## src/rtl/rx_baud_if.sv

```systemverilog
// ---------------------------------------------------------------------------
// rx_baud_if
// Bundle between the UART receive control logic and the Rx baud generator.
//   Enable_i   run the generator (0 = idle)
//   Divisor_i  clocks per acquisition tick (0 behaves as 1)
//   Resync_i   1-cycle pulse on a detected start edge
//   Halt_i     1-cycle pulse at end of frame, drops out of alignment
//   AcqSig_o   1-cycle acquisition tick
//   BitSig_o   1-cycle mid-bit sample strobe
//   Phase_o    oversample phase (aligned only, else 0)
//   Aligned_o  high while the generator is aligned to a start edge
// master drives the controls; slave is the generator side.
// ---------------------------------------------------------------------------
interface rx_baud_if #(
    parameter int DIV_W   = 16,
    parameter int PHASE_W = 4
);
    logic               Enable_i;
    logic [DIV_W-1:0]   Divisor_i;
    logic               Resync_i;
    logic               Halt_i;
    logic               AcqSig_o;
    logic               BitSig_o;
    logic [PHASE_W-1:0] Phase_o;
    logic               Aligned_o;

    modport master (
        output Enable_i, Divisor_i, Resync_i, Halt_i,
        input  AcqSig_o, BitSig_o, Phase_o, Aligned_o
    );

    modport slave (
        input  Enable_i, Divisor_i, Resync_i, Halt_i,
        output AcqSig_o, BitSig_o, Phase_o, Aligned_o
    );
endinterface

```

## src/rtl/rx_baud_gen.sv

```systemverilog
// ---------------------------------------------------------------------------
// rx_baud_gen
// Timing stage of the UART receive path. A clock divider produces the
// acquisition tick AcqSig_o; after a start-edge resync an oversample phase
// counter additionally marks the middle of each bit with BitSig_o.
// States: IDLE (divisor latched every cycle), FREE (ticks only),
// ALIGNED (ticks plus phase counting and mid-bit strobes).
// Ports:
//   clk  system clock
//   rst  synchronous active-high reset
//   bus  rx_baud_if slave: Enable_i, Divisor_i, Resync_i, Halt_i in;
//        AcqSig_o, BitSig_o, Phase_o, Aligned_o out (all registered)
// OVERSAMPLE must equal 2**PHASE_W so the phase counter wraps naturally.
// ---------------------------------------------------------------------------
module rx_baud_gen #(
    parameter int DIV_W      = 16,
    parameter int OVERSAMPLE = 16,
    parameter int PHASE_W    = 4
) (
    input  logic      clk,
    input  logic      rst,
    rx_baud_if.slave  bus
);
    typedef enum logic [1:0] {
        ST_IDLE    = 2'd0,
        ST_FREE    = 2'd1,
        ST_ALIGNED = 2'd2
    } state_t;

    localparam logic [DIV_W-1:0]   DIV_ONE   = {{(DIV_W-1){1'b0}}, 1'b1};
    localparam logic [PHASE_W-1:0] PHASE_ONE = {{(PHASE_W-1){1'b0}}, 1'b1};
    // Phase value just before the tick that lands in the middle of the bit.
    localparam logic [PHASE_W-1:0] MID_PHASE = PHASE_W'(OVERSAMPLE/2 - 1);

    state_t             state_q, state_d;
    logic [DIV_W-1:0]   div_q, div_d;
    logic [DIV_W-1:0]   cnt_q, cnt_d;
    logic [PHASE_W-1:0] phase_q, phase_d;
    logic               acq_q, acq_d;
    logic               bit_q, bit_d;
    logic               aligned_q, aligned_d;
    logic               tick;

    assign tick = (cnt_q == (div_q - DIV_ONE));

    // State and datapath registers
    always_ff @(posedge clk) begin
        if (rst) begin
            state_q   <= ST_IDLE;
            div_q     <= DIV_ONE;
            cnt_q     <= '0;
            phase_q   <= '0;
            acq_q     <= 1'b0;
            bit_q     <= 1'b0;
            aligned_q <= 1'b0;
        end else begin
            state_q   <= state_d;
            div_q     <= div_d;
            cnt_q     <= cnt_d;
            phase_q   <= phase_d;
            acq_q     <= acq_d;
            bit_q     <= bit_d;
            aligned_q <= aligned_d;
        end
    end

    // Next-state logic. Enable low dominates; Resync beats Halt.
    always_comb begin
        state_d = state_q;
        if (!bus.Enable_i) begin
            state_d = ST_IDLE;
        end else begin
            unique case (state_q)
                ST_IDLE:    state_d = ST_FREE;
                ST_FREE:    if (bus.Resync_i) state_d = ST_ALIGNED;
                ST_ALIGNED: begin
                    if (bus.Resync_i)    state_d = ST_ALIGNED;
                    else if (bus.Halt_i) state_d = ST_FREE;
                end
                default:    state_d = ST_IDLE;
            endcase
        end
    end

    // Datapath / output next values
    always_comb begin
        div_d     = div_q;
        cnt_d     = cnt_q;
        phase_d   = phase_q;
        acq_d     = 1'b0;
        bit_d     = 1'b0;
        aligned_d = (state_d == ST_ALIGNED);
        unique case (state_q)
            ST_FREE, ST_ALIGNED: begin
                if (!bus.Enable_i) begin
                    cnt_d   = '0;
                    phase_d = '0;
                end else if (bus.Resync_i) begin
                    // A tick falling on this edge is dropped; restart the bit.
                    cnt_d   = '0;
                    phase_d = '0;
                end else begin
                    cnt_d = tick ? '0 : (cnt_q + DIV_ONE);
                    acq_d = tick;
                    if (state_q == ST_ALIGNED) begin
                        if (bus.Halt_i) begin
                            phase_d = '0;
                        end else if (tick) begin
                            bit_d   = (phase_q == MID_PHASE);
                            phase_d = phase_q + PHASE_ONE;
                        end
                    end
                end
            end
            default: begin
                // IDLE: track the divisor input, 0 behaves as 1
                div_d   = (bus.Divisor_i == '0) ? DIV_ONE : bus.Divisor_i;
                cnt_d   = '0;
                phase_d = '0;
            end
        endcase
    end

    assign bus.AcqSig_o  = acq_q;
    assign bus.BitSig_o  = bit_q;
    assign bus.Phase_o   = phase_q;
    assign bus.Aligned_o = aligned_q;

endmodule

```

## src/flat_wrapper.sv

```systemverilog
// flat-port wrapper written by rule: the top's interface ports become plain ports
module rx_baud_gen_flat 
#(
    parameter int DIV_W      = 16,
    parameter int OVERSAMPLE = 16,
    parameter int PHASE_W    = 4
)
  (clk, rst, bus_Enable_i, bus_Divisor_i, bus_Resync_i, bus_Halt_i, bus_AcqSig_o, bus_BitSig_o, bus_Phase_o, bus_Aligned_o);
  rx_baud_if #(.DIV_W(DIV_W), .PHASE_W(PHASE_W)) bus_i ();
  input  logic clk;
  input  logic rst;
  input wire logic [$bits(bus_i.Enable_i)-1:0] bus_Enable_i;
  input wire logic [$bits(bus_i.Divisor_i)-1:0] bus_Divisor_i;
  input wire logic [$bits(bus_i.Resync_i)-1:0] bus_Resync_i;
  input wire logic [$bits(bus_i.Halt_i)-1:0] bus_Halt_i;
  output wire logic [$bits(bus_i.AcqSig_o)-1:0] bus_AcqSig_o;
  output wire logic [$bits(bus_i.BitSig_o)-1:0] bus_BitSig_o;
  output wire logic [$bits(bus_i.Phase_o)-1:0] bus_Phase_o;
  output wire logic [$bits(bus_i.Aligned_o)-1:0] bus_Aligned_o;
  assign bus_i.Enable_i = bus_Enable_i;
  assign bus_i.Divisor_i = bus_Divisor_i;
  assign bus_i.Resync_i = bus_Resync_i;
  assign bus_i.Halt_i = bus_Halt_i;
  assign bus_AcqSig_o = bus_i.AcqSig_o;
  assign bus_BitSig_o = bus_i.BitSig_o;
  assign bus_Phase_o = bus_i.Phase_o;
  assign bus_Aligned_o = bus_i.Aligned_o;
  rx_baud_gen #(.DIV_W(DIV_W), .OVERSAMPLE(OVERSAMPLE), .PHASE_W(PHASE_W)) u_core (.clk(clk), .rst(rst), .bus(bus_i));
endmodule
```

## config.mk

```make
export PLATFORM = sky130hd
export DESIGN_NAME = rx_baud_gen_flat
export DESIGN_NICKNAME = d
export VERILOG_FILES = /design/src/rtl/rx_baud_if.sv /design/src/rtl/rx_baud_gen.sv /design/src/flat_wrapper.sv
export SDC_FILE = /design/constraint.sdc
export NUM_CORES = 1
export LEC_CHECK = 0
export CAP_MARGIN = 20
export CORE_MARGIN = 5
export CORE_UTILIZATION = 40
export DETAILED_ROUTE_END_ITERATION = 12
export GPL_TIMING_DRIVEN = 0
export HOLD_SLACK_MARGIN = 0.03
export MAX_ROUTING_LAYER = met4
export PLACE_DENSITY = 0.66
export SLEW_MARGIN = 20
export SYNTH_ARGS = -nofsm -noshare
export SYNTH_HDL_FRONTEND = slang
export SYNTH_SLANG_ARGS = --single-unit
```

## constraint.sdc

```tcl
create_clock -name clk -period 4.1 [get_ports clk]
set_clock_uncertainty 0.15 [all_clocks]
set_input_delay 1.23 -clock clk [delete_from_list [all_inputs] [get_ports clk]]
set_output_delay 1.23 -clock clk [all_outputs]
set_load 0.05 [all_outputs]
```

* Word level (Yosys, flattened, before mapping) *
Index checks and enable logic that the tools add are counted.

storage, ports and cells
  register bits = 41
  input bits = 21
  output and inout bits = 7
  logic and storage cells = 35

operators by class
  add/subtract/negate cells = 3
  equal/unequal tests = 5
  multiplexer cells = 8
  bitwise gates (word level) = 4
  reduce and logical (&&, ||, !) cells = 8

operators with widths
  cell                                                 count
  adder 16 x 1 -> 16 bit (second input constant)       1
  == test 16 bit                                       1
  logical NOT 16 bit                                   1
  two-way mux 16 bit                                   1
  subtractor 16 x 1 -> 16 bit (second input constant)  1
  two-way mux 2 bit                                    4
  two-way mux 4 bit                                    2
  OR reduction 7 bit                                   1
  case mux 2 bit (3 select lines)                      1
  OR reduction 5 bit                                   1
  adder 4 x 1 -> 4 bit (second input constant)         1
  == test 2 bit (second input constant)                2
  == test 4 x 3 -> 1 bit (second input constant)       1
  NOT 1 bit                                            4
  OR reduction 4 bit                                   1
  == test 2 x 1 -> 1 bit (second input constant)       1
  logical NOT 2 bit                                    1
  AND reduction 2 bit                                  1
  nonzero test 2 bit                                   1
  OR reduction 2 bit                                   1

* Longest topological paths before layout *
Gate-level depths: netlist (run 1).

  word-level depth = 5
  depth in mapped cells = 12
  gate-level depth less buffers = 9

* Least setup slack after synthesis (run 1) *
OpenSTA, ideal clock, no wires.

  path kind = reg-to-reg
  start point = register u_core.div_q[2]
  end point = register u_core.phase_q[2], in the netlist u_core.bus.Phase_o[2]
  setup time = 70 ps
  arrival = 2721 ps
  data required time = 3880 ps
  setup slack = 1159 ps
  cell stages (with the launch flop) = 10
  path buffers = 2
  period minus slack after synthesis = 2941 ps
  cell sequence = dfxtp_1 > buf_6 > or3_1 > or3_1 > a2111oi_2 > o2111ai_1 > a2111o_1 > buf_6 > or4_1 > a21oi_1

on the way
  cells in the longest elaborated chain, start to end = 4

RTL lines
  what                                  line               text
  from (decl)                           rx_baud_gen.sv:36  logic [DIV_W-1:0] div_q, div_d;
  from (signal assigned)                rx_baud_gen.sv:58  div_q <= div_d;
  subtractor 16 x 1 -> 16 bit           rx_baud_gen.sv:44  assign tick = (cnt_q == (div_q - DIV_ONE));
  == test 16 bit                        rx_baud_gen.sv:44
  nonzero test 2 bit (no source line)   n/a
  AND reduction 2 bit (no source line)  n/a
  to (signal assigned)                  rx_baud_gen.sv:60  phase_q <= phase_d;
  to (decl)                             rx_baud_gen.sv:38  logic [PHASE_W-1:0] phase_q, phase_d;

Every way passes these cells.
A chain may end at the register's enable or synchronous reset.

* Final worst setup path (run 1) *
  start point = register u_core.div_q[2]
  end point = register u_core.cnt_q[14]

on the way
  cells in the longest elaborated chain, start to end = 3

RTL lines
  what                                 line               text
  subtractor 16 x 1 -> 16 bit          rx_baud_gen.sv:44
  == test 16 bit                       rx_baud_gen.sv:44
  OR reduction 5 bit (no source line)  n/a
  to (signal assigned)                 rx_baud_gen.sv:59  cnt_q <= cnt_d;
  to (decl)                            rx_baud_gen.sv:37  logic [DIV_W-1:0] cnt_q, cnt_d;

Every way passes these cells.

==> metrics.yaml, run 1 <==
synthesis:
  synth_fa_ha_area_frac: 0.0385
  syn-num-nets: 294
  synthCells: 266
  ys_top_cells_by_count: "nor2_1 (44), dfxtp_1 (41), xnor2_1 (18)"
  synth-xor-area-share: 0.123
  synth.largest_area_cell: "dfxtp_1"
  synth_cell_types: 46
  yosysTopAreaCellShare: 0.361
  synthSimpleGateAreaFrac: 0.258
  synth_top_family_by_area: "simple AND/OR/NAND/NOR gates"
  ys_ff_latch: 41
  synth.area.top_cells: "dfxtp_1 (36%), nor2_1 (7.3%), xnor2_1 (6.9%)"
  ys_async_sr_fraction: 0
  synth_compound_area_frac: 0.111
  yosys_warnings: 0
  synth_seq_area_share: 0.361
  postSynthAreaPerCell_sq_um: 8.54
  synthMuxAreaShare: 0.0661
  yosysMostFrequentCell: "nor2_1"
  synthesis.area_sq_mm: 0.00227
  synth-edff-count: 0
  synth_ff_type: "dfxtp_1"
drt:
  drc: 0
  final_antenna_net_count: 0
  drt_wl_total_mm: 4.93
  vias: 1938
  vias_per_cell: 5.21
  drtPass1Iterations: 4
  routedWlPerCell_um: 13.2
  drt_iter0_drc: 104
power:
  clock_power_share: 0.375
  seqPwrFrac: 0.478
  p_int_uw: 675
  switching_share: 0.243
  p_total_uw: 892
  pwr-share-comb: 0.147
  vdd_drop_max_mv: 0.190
  switchingPower_uw: 217
  p_leak_uw: 0.000960
  power.density_mw_per_mm2: 326
finish:
  post-route-util: 0.497
  drive_gt1_frac: 0.0467
  nets: 327
  diodes: 0
  area_growth_pct: 20.5
  final_cell_area_sq_mm: 0.00274
floorplanning:
  ioPinCount: 28
  die-height_um: 85.4
  die_w_um: 85.4
  start_util: 0.413
  die_area_sq_mm: 0.00729
  coreArea_sq_mm: 0.00551
  rows: 27
worst_setup_path:
  cp.buffers_inverters: 3
  timing.rr.start: "u_core.div_q[2]$_SDFFE_PP0P_"
  critPathMaxStageDelay_ns: 0.57
  required_ns: 4.14
  worstPathArrival_ns: 3.38
  cp-start-kind: "flip-flop"
  cp_top_family: "simple AND/OR/NAND/NOR gates"
  startpoint: "u_core.div_q[2]$_SDFFE_PP0P_"
  crit_chain: "buf_6 -> or4_1 -> nor3_1 -> xnor2_1 -> o2111ai_1 -> a2111o_1 -> buf_6 -> nand2_1 -> buf_2 -> nor2_1"
  crit_path_end_kind: "flip-flop"
  crit_slowest_cell: "or4_1"
  crit_path_frequent_cell: "buf_6"
  worstSetupPathType: "flip-flop to flip-flop"
  cp_max_fo: 10
clock_tree:
  cts_setup_buffers: 0
  hold_buffers: 0
  worstSkewPairLatency_ns: 0.29
  clkSinkCount: 41
  root_buffer: "clkbuf_8"
  ctsResizeCount: 0
  cts.reportedPaths.clkPinSlew_ns: 0.08
  htreeDepth: 2
  cts.path.max_buffers: 2
  cts_buffers: 5
  tritoncts: "built"
min_path:
  hold_path_startpoint: "u_core.cnt_q[0]$_SDFF_PP0_"
  hold_path_class: "flip-flop to flip-flop"
timing:
  rsz0062_at_grt: "no"
  setup_tns_ns: 0
  slew_headroom: 0.399
  period_minus_slack_ns: 3.34
  fin_crit_sh: 0.815
  slew_violations: 0
  whs_ns: 0.340
  hold_viol: 0
  worst_pin_slew_ns: 0.893
  setup_viol: 0
  max_freq_ghz: 0.299
global_routing:
  grtUsageTotal: 0.149
  antenna_found_initial: 0
  grt_pass1_wl_mm: 8.52
  grt_max_degree: 13
  grt_pass1_vias: 1852
  grt.overflow.total: 0
placement:
  dp_hpwl_mm: 3.84
  dpl-instance-area_sq_mm: 0.00262
  gp_congestion: 0.827
  portBuffers: 26
job:
  cap_violations: 0
status:
  status: "completed"
[worst reg2reg max path, stage by stage (launching register included)]
cell and delay, ns:
dfxtp_1 0.31, buf_6 0.13, or4_1 0.57, nor3_1 0.57
xnor2_1 0.20, o2111ai_1 0.15, a2111o_1 0.47, buf_6 0.16
nand2_1 0.19, buf_2 0.27, nor2_1 0.08
[final timing paths]
path,to,slack [ns],depth (start not counted)
min,u_core.cnt_q[0]$_SDFF_PP0_,0.34,1
max,u_core.cnt_q[14]$_SDFF_PP0_,0.76,10
max reg2reg,u_core.cnt_q[14]$_SDFF_PP0_,0.76,10
min reg2reg,u_core.cnt_q[0]$_SDFF_PP0_,0.34,1
[logic make-up (layout without fill, tap and decap cells)]
family,Yosys count,after routing
buffers and inverters,21,55
xor gates and xnor gates,32,32
adders and majority gates,7,7
muxes,15,15
DFF,41,41
and+or+nand+nor,114,114
AOI/OAI and AO/OA,36,36
[layout by cell type (no fill, tap or decap), drive strengths merged, types with 2 or more instances in the layout]
cell / n
dfxtp: 41
nand3: 11
or2: 2
xnor2: 18
or3: 5
ha: 7
inv: 10
mux2i: 15
buf: 3
nand4: 6
a22o: 2
clkbuf: 15
o31ai: 3
a21oi: 9
a21o: 2
o211ai: 2
nand2: 11
a2111oi: 2
nand2b: 2
nor3: 5
o21ai: 6
and3: 5
nor2: 44
clkdlybuf4s50: 26
a31oi: 3
xor2: 14
nor4: 8
or4: 4
nor4bb: 2
[sequential cells by signal (all words and copies together), names as in the netlist]
register,count
u_core.state_q,2
u_core.bus.Phase_o,4
u_core.div_q,16
u_core.bus.AcqSig_o,1
u_core.bus.BitSig_o,1
u_core.cnt_q,16
u_core.bus.Aligned_o,1
[power by group through the flow]
stage          clock network, uW  registers (uW)  logic [uW]
4_1_cts                      342             426         131
6_report                     334             426         131
2_1_floorplan                  0             431        91.5
3_5_place_dp                   0             436         130
3_3_place_gp                   0             435         127
5_1_grt                      362             429         146
[cell type report]
class                   count  area, sq um
clock inverters             1         30.0
inverters                  10         37.5
well taps                  72         90.1
plain buffers              11         57.6
flip-flops and latches     41          821
repair buffers             26          260
fillers                   557         2770
multi-input cells         204         1360
clock buffers               7         86.3
[metal layers]
metal / GRT usage / up-vias / wire length [um]
met5: - / - / 0
met4: 0.0676 / 0 / 116
met3: 0.0320 / 8 / 180
met2: 0.223 / 38 / 2170
met1: 0.190 / 882 / 2460
li1: - / 1010 / -
[stage by stage]
stage	instances	setup WS (ns)
2_1_floorplan	266	1.16
3_3_place_gp	364	0.809
3_5_place_dp	364	0.739
4_1_cts	372	0.732
5_1_grt	372	0.419
6_report	372	0.760
Power figures use the tool's default switching activity.
==> run 2, diff against run 1 <==
--- a/config.mk
+++ b/config.mk
@@ -12,7 +12,7 @@
 export GPL_TIMING_DRIVEN = 0
 export HOLD_SLACK_MARGIN = 0.03
 export MAX_ROUTING_LAYER = met4
-export PLACE_DENSITY = 0.66
+export PLACE_DENSITY = 0.68
 export SLEW_MARGIN = 20
 export SYNTH_ARGS = -nofsm -noshare
 export SYNTH_HDL_FRONTEND = slang
==> constraint.sdc (replaced) <==
create_clock -name clk -period 2.8 [get_ports clk]
set_clock_uncertainty 0.15 [all_clocks]
set_input_delay 0.84 -clock clk [delete_from_list [all_inputs] [get_ports clk]]
set_output_delay 0.84 -clock clk [all_outputs]
set_load 0.05 [all_outputs]
==> run 2 against run 1 <==
Net effect:
- the run now ends with negative setup slack left
- final cell count is 1.9% higher
- count of clock-buffer cells in the layout is the same
- sequential cell count unchanged
- critical path depth decreased by 2
- fmax grew 10%
- largest cell class unchanged
- total power grew 50%
- via count is 5.1% higher
- core utilization rose by 4.2 points
- register-to-register slack got worse by 0.99 ns
- hold slack improved by 0.013 ns
==> metrics.yaml, run 2 (synthesis gave the netlist of run 1 again) <==
power:
  switchingPower_uw: 333  # +53%
  vdd_drop_max_mv: 0.399  # +110%
  seqPwrFrac: 0.471  # -0.007
  switching_share: 0.249  # +0.00560
  p_leak_uw: 0.00105  # +9.0%
  clock_power_share: 0.366  # -0.009
  power.density_mw_per_mm2: 450  # +38%
  p_int_uw: 1010  # +49%
  pwr-share-comb: 0.163  # +0.016
placement:
  gp_congestion: 0.808  # -2.2%
  dp_hpwl_mm: 3.83  # -0.21%
  place_inst: 364  # unchanged
  portBuffers: 26  # unchanged
  dpl-instance-area_sq_mm: 0.00265  # +1.0%
global_routing:
  antenna_found_initial: 0  # unchanged
  grtUsageTotal: 0.151  # +0.00245
  grt_pass1_vias: 1963  # +6.0%
  grt.overflow.total: 0  # unchanged
  grt_pass1_wl_mm: 8.77  # +2.9%
  grt_max_degree: 13  # unchanged
clock_tree:
  root_buffer: "clkbuf_8"
  cts_buffers: 5  # unchanged
  clkSinkCount: 41  # unchanged
  cts.path.max_buffers: 2  # unchanged
  worstSkewPairLatency_ns: 0.29  # about the same
  hold_buffers: 0  # unchanged
  tritoncts: "built"
  htreeDepth: 2  # unchanged
  cts.reportedPaths.clkPinSlew_ns: 0.07  # about the same
floorplanning:
  rows: 27  # unchanged
  die-height_um: 85.4  # unchanged
  coreArea_sq_mm: 0.00551  # unchanged
  start_util: 0.413  # unchanged
  ioPinCount: 28  # unchanged
  die_area_sq_mm: 0.00729  # unchanged
  die_w_um: 85.4  # unchanged
worst_setup_path:
  crit_end: "u_core.bus.Phase_o[2]$_SDFFE_PP0P_"
  r2r_end: "u_core.bus.Phase_o[2]$_SDFFE_PP0P_"
  worstSetupPathType: "flip-flop to flip-flop"
  cp_max_fo: 6  # -4
  crit_path_end_kind: "flip-flop"
  timing.rr.start: "u_core.div_q[2]$_SDFFE_PP0P_"
  worstPathArrival_ns: 3.11  # -0.27 ns
  r2r_setup_slack_ns: -0.23  # -0.99 ns
  required_ns: 2.88  # -1.26 ns
  cp-start-kind: "flip-flop"
  ff2ff_path_depth: 8  # -2
  startpoint: "u_core.div_q[2]$_SDFFE_PP0P_"
finish:
  area_growth_pct: 30.7
  final_cell_mix: "nor2_1 (44), dfxtp_1 (38), clkdlybuf4s50_1 (26)"
  final_cells: 379  # +1.9%
  multiInputGateArea_sq_mm: 0.00146  # +7.7%
  mostFrequentLayoutCell: "nor2_1"
  final_cell_area_sq_mm: 0.00297  # +8.5%
  regArea_sq_um: 827  # +0.76%
  nets: 334  # +2.1%
  drive_gt1_frac: 0.121  # +0.0739
  fillers: 493  # -11%
  diodes: 0  # unchanged
drt:
  drtPass1Iterations: 4  # unchanged
  vias: 2037  # +5.1%
  drt_iter0_drc: 58  # -44%
  drc: 0  # unchanged
  vias_per_cell: 5.37  # +3.2%
  final_antenna_net_count: 0  # unchanged
  routedWlPerCell_um: 13.9  # +5.0%
  drt_wl_total_mm: 5.27  # +7.0%
timing:
  setup_slack_ns: -0.229  # -0.989 ns
  fin_crit_sh: 1.08  # +0.267
  worst_pin_slew_ns: 0.735  # -0.158 ns
  slew_violations: 0  # unchanged
  rsz0062_at_grt: "yes"
  period_minus_slack_ns: 3.03  # -0.311 ns
  max_freq_ghz: 0.330  # +10%
  slew_headroom: 0.503  # +0.104
  setup_viol: 20  # +20
  hold_viol: 0  # unchanged
status:
  violations: "negative setup slack"
  status: "complete, but fails checks"
job:
  cap_violations: 0  # unchanged
min_path:
  hold_path_class: "flip-flop to flip-flop"
[run 2: cell types whose count changed in the layout (fill, tap and decap cells not counted), sizes merged]
cell / previous run / this run
clkbuf: 15 / 14
buf: 3 / 11
[run 2: critical path: stages, from the launching register on]
cell	delay [ns]
dfxtp_4	0.37
or3_4	0.39
or3_4	0.38
a2111oi_4	0.34
o2111ai_1	0.19
a2111o_1	0.43
buf_6	0.16
or4_4	0.42
a21oi_2	0.13
[run 2: what timing repair did]
action                     in CTS  in global routing
gates resized for setup        15                  7
setup buffers                   7                  1
setup endpoints to repair      21                 21
gates cloned                    1                  0
pin swaps                      12                  5
[run 2: how the worst min path moves through the flow]
stage / slack [ns] / to / cells past startpoint / start
after CTS: 0.34 / u_core.cnt_q[0]$_SDFF_PP0_ / 1 / u_core.cnt_q[0]$_SDFF_PP0_
after global routing: 0.39 / u_core.cnt_q[0]$_SDFF_PP0_ / 1 / u_core.cnt_q[0]$_SDFF_PP0_
after floorplan: 0.30 / u_core.cnt_q[0]$_SDFF_PP0_ / 1 / u_core.cnt_q[0]$_SDFF_PP0_
after detailed placement: 0.32 / u_core.cnt_q[0]$_SDFF_PP0_ / 1 / u_core.cnt_q[0]$_SDFF_PP0_
final: 0.35 / u_core.cnt_q[0]$_SDFF_PP0_ / 1 / u_core.cnt_q[0]$_SDFF_PP0_
after global placement: 0.32 / u_core.cnt_q[0]$_SDFF_PP0_ / 1 / u_core.cnt_q[0]$_SDFF_PP0_
[run 2: through the flow]
step / setup WS [ns] / total power [uW] / util / setup TNS [ns] / hold WS [ns]
global placement: -0.400 / 830 / 0.481 / -5.66 / 0.318
CTS: -0.153 / 1340 / 0.532 / -0.965 / 0.340
finish: -0.229 / 1340 / 0.539 / -2.56 / 0.354
floorplan: 0.00136 / 772 / - / 0 / 0.299
global route: -0.288 / 1390 / 0.539 / -4.23 / 0.391
detailed placement: -0.437 / 835 / 0.481 / -6.30 / 0.324
[run 2: layout make-up]
cell class / count / area share
Buffer: 9 / 0.0177
Tap cell: 72 / 0.0303
Clock buffer: 7 / 0.0291
Inverter: 10 / 0.0126
Sequential cell: 41 / 0.278
Timing Repair Buffer: 35 / 0.130
Multi-Input combinational cell: 204 / 0.492
Clock inverter: 1 / 0.0101
[run 2: power by group through the flow]
stage,Sequential (uW),Combinational (uW),Clock (uW)
2_1_floorplan,632,140,0
3_3_place_gp,638,191,0
3_5_place_dp,639,196,0
4_1_cts,628,208,505
5_1_grt,633,238,525
6_report,630,218,490
[run 2: metal layers]
| metal | wire, um | part of all wire | track usage | vias to the layer above |
|---|---|---|---|---|
| met1 | 2500 | 0.48 | 0.181 | 968 |
| li1 | - | - | - | 1024 |
| met4 | 99 | 0.019 | 0.0590 | 0 |
| met5 | 0 | 0 | - | - |
| met3 | 185 | 0.035 | 0.0262 | 9 |
| met2 | 2480 | 0.47 | 0.251 | 36 |
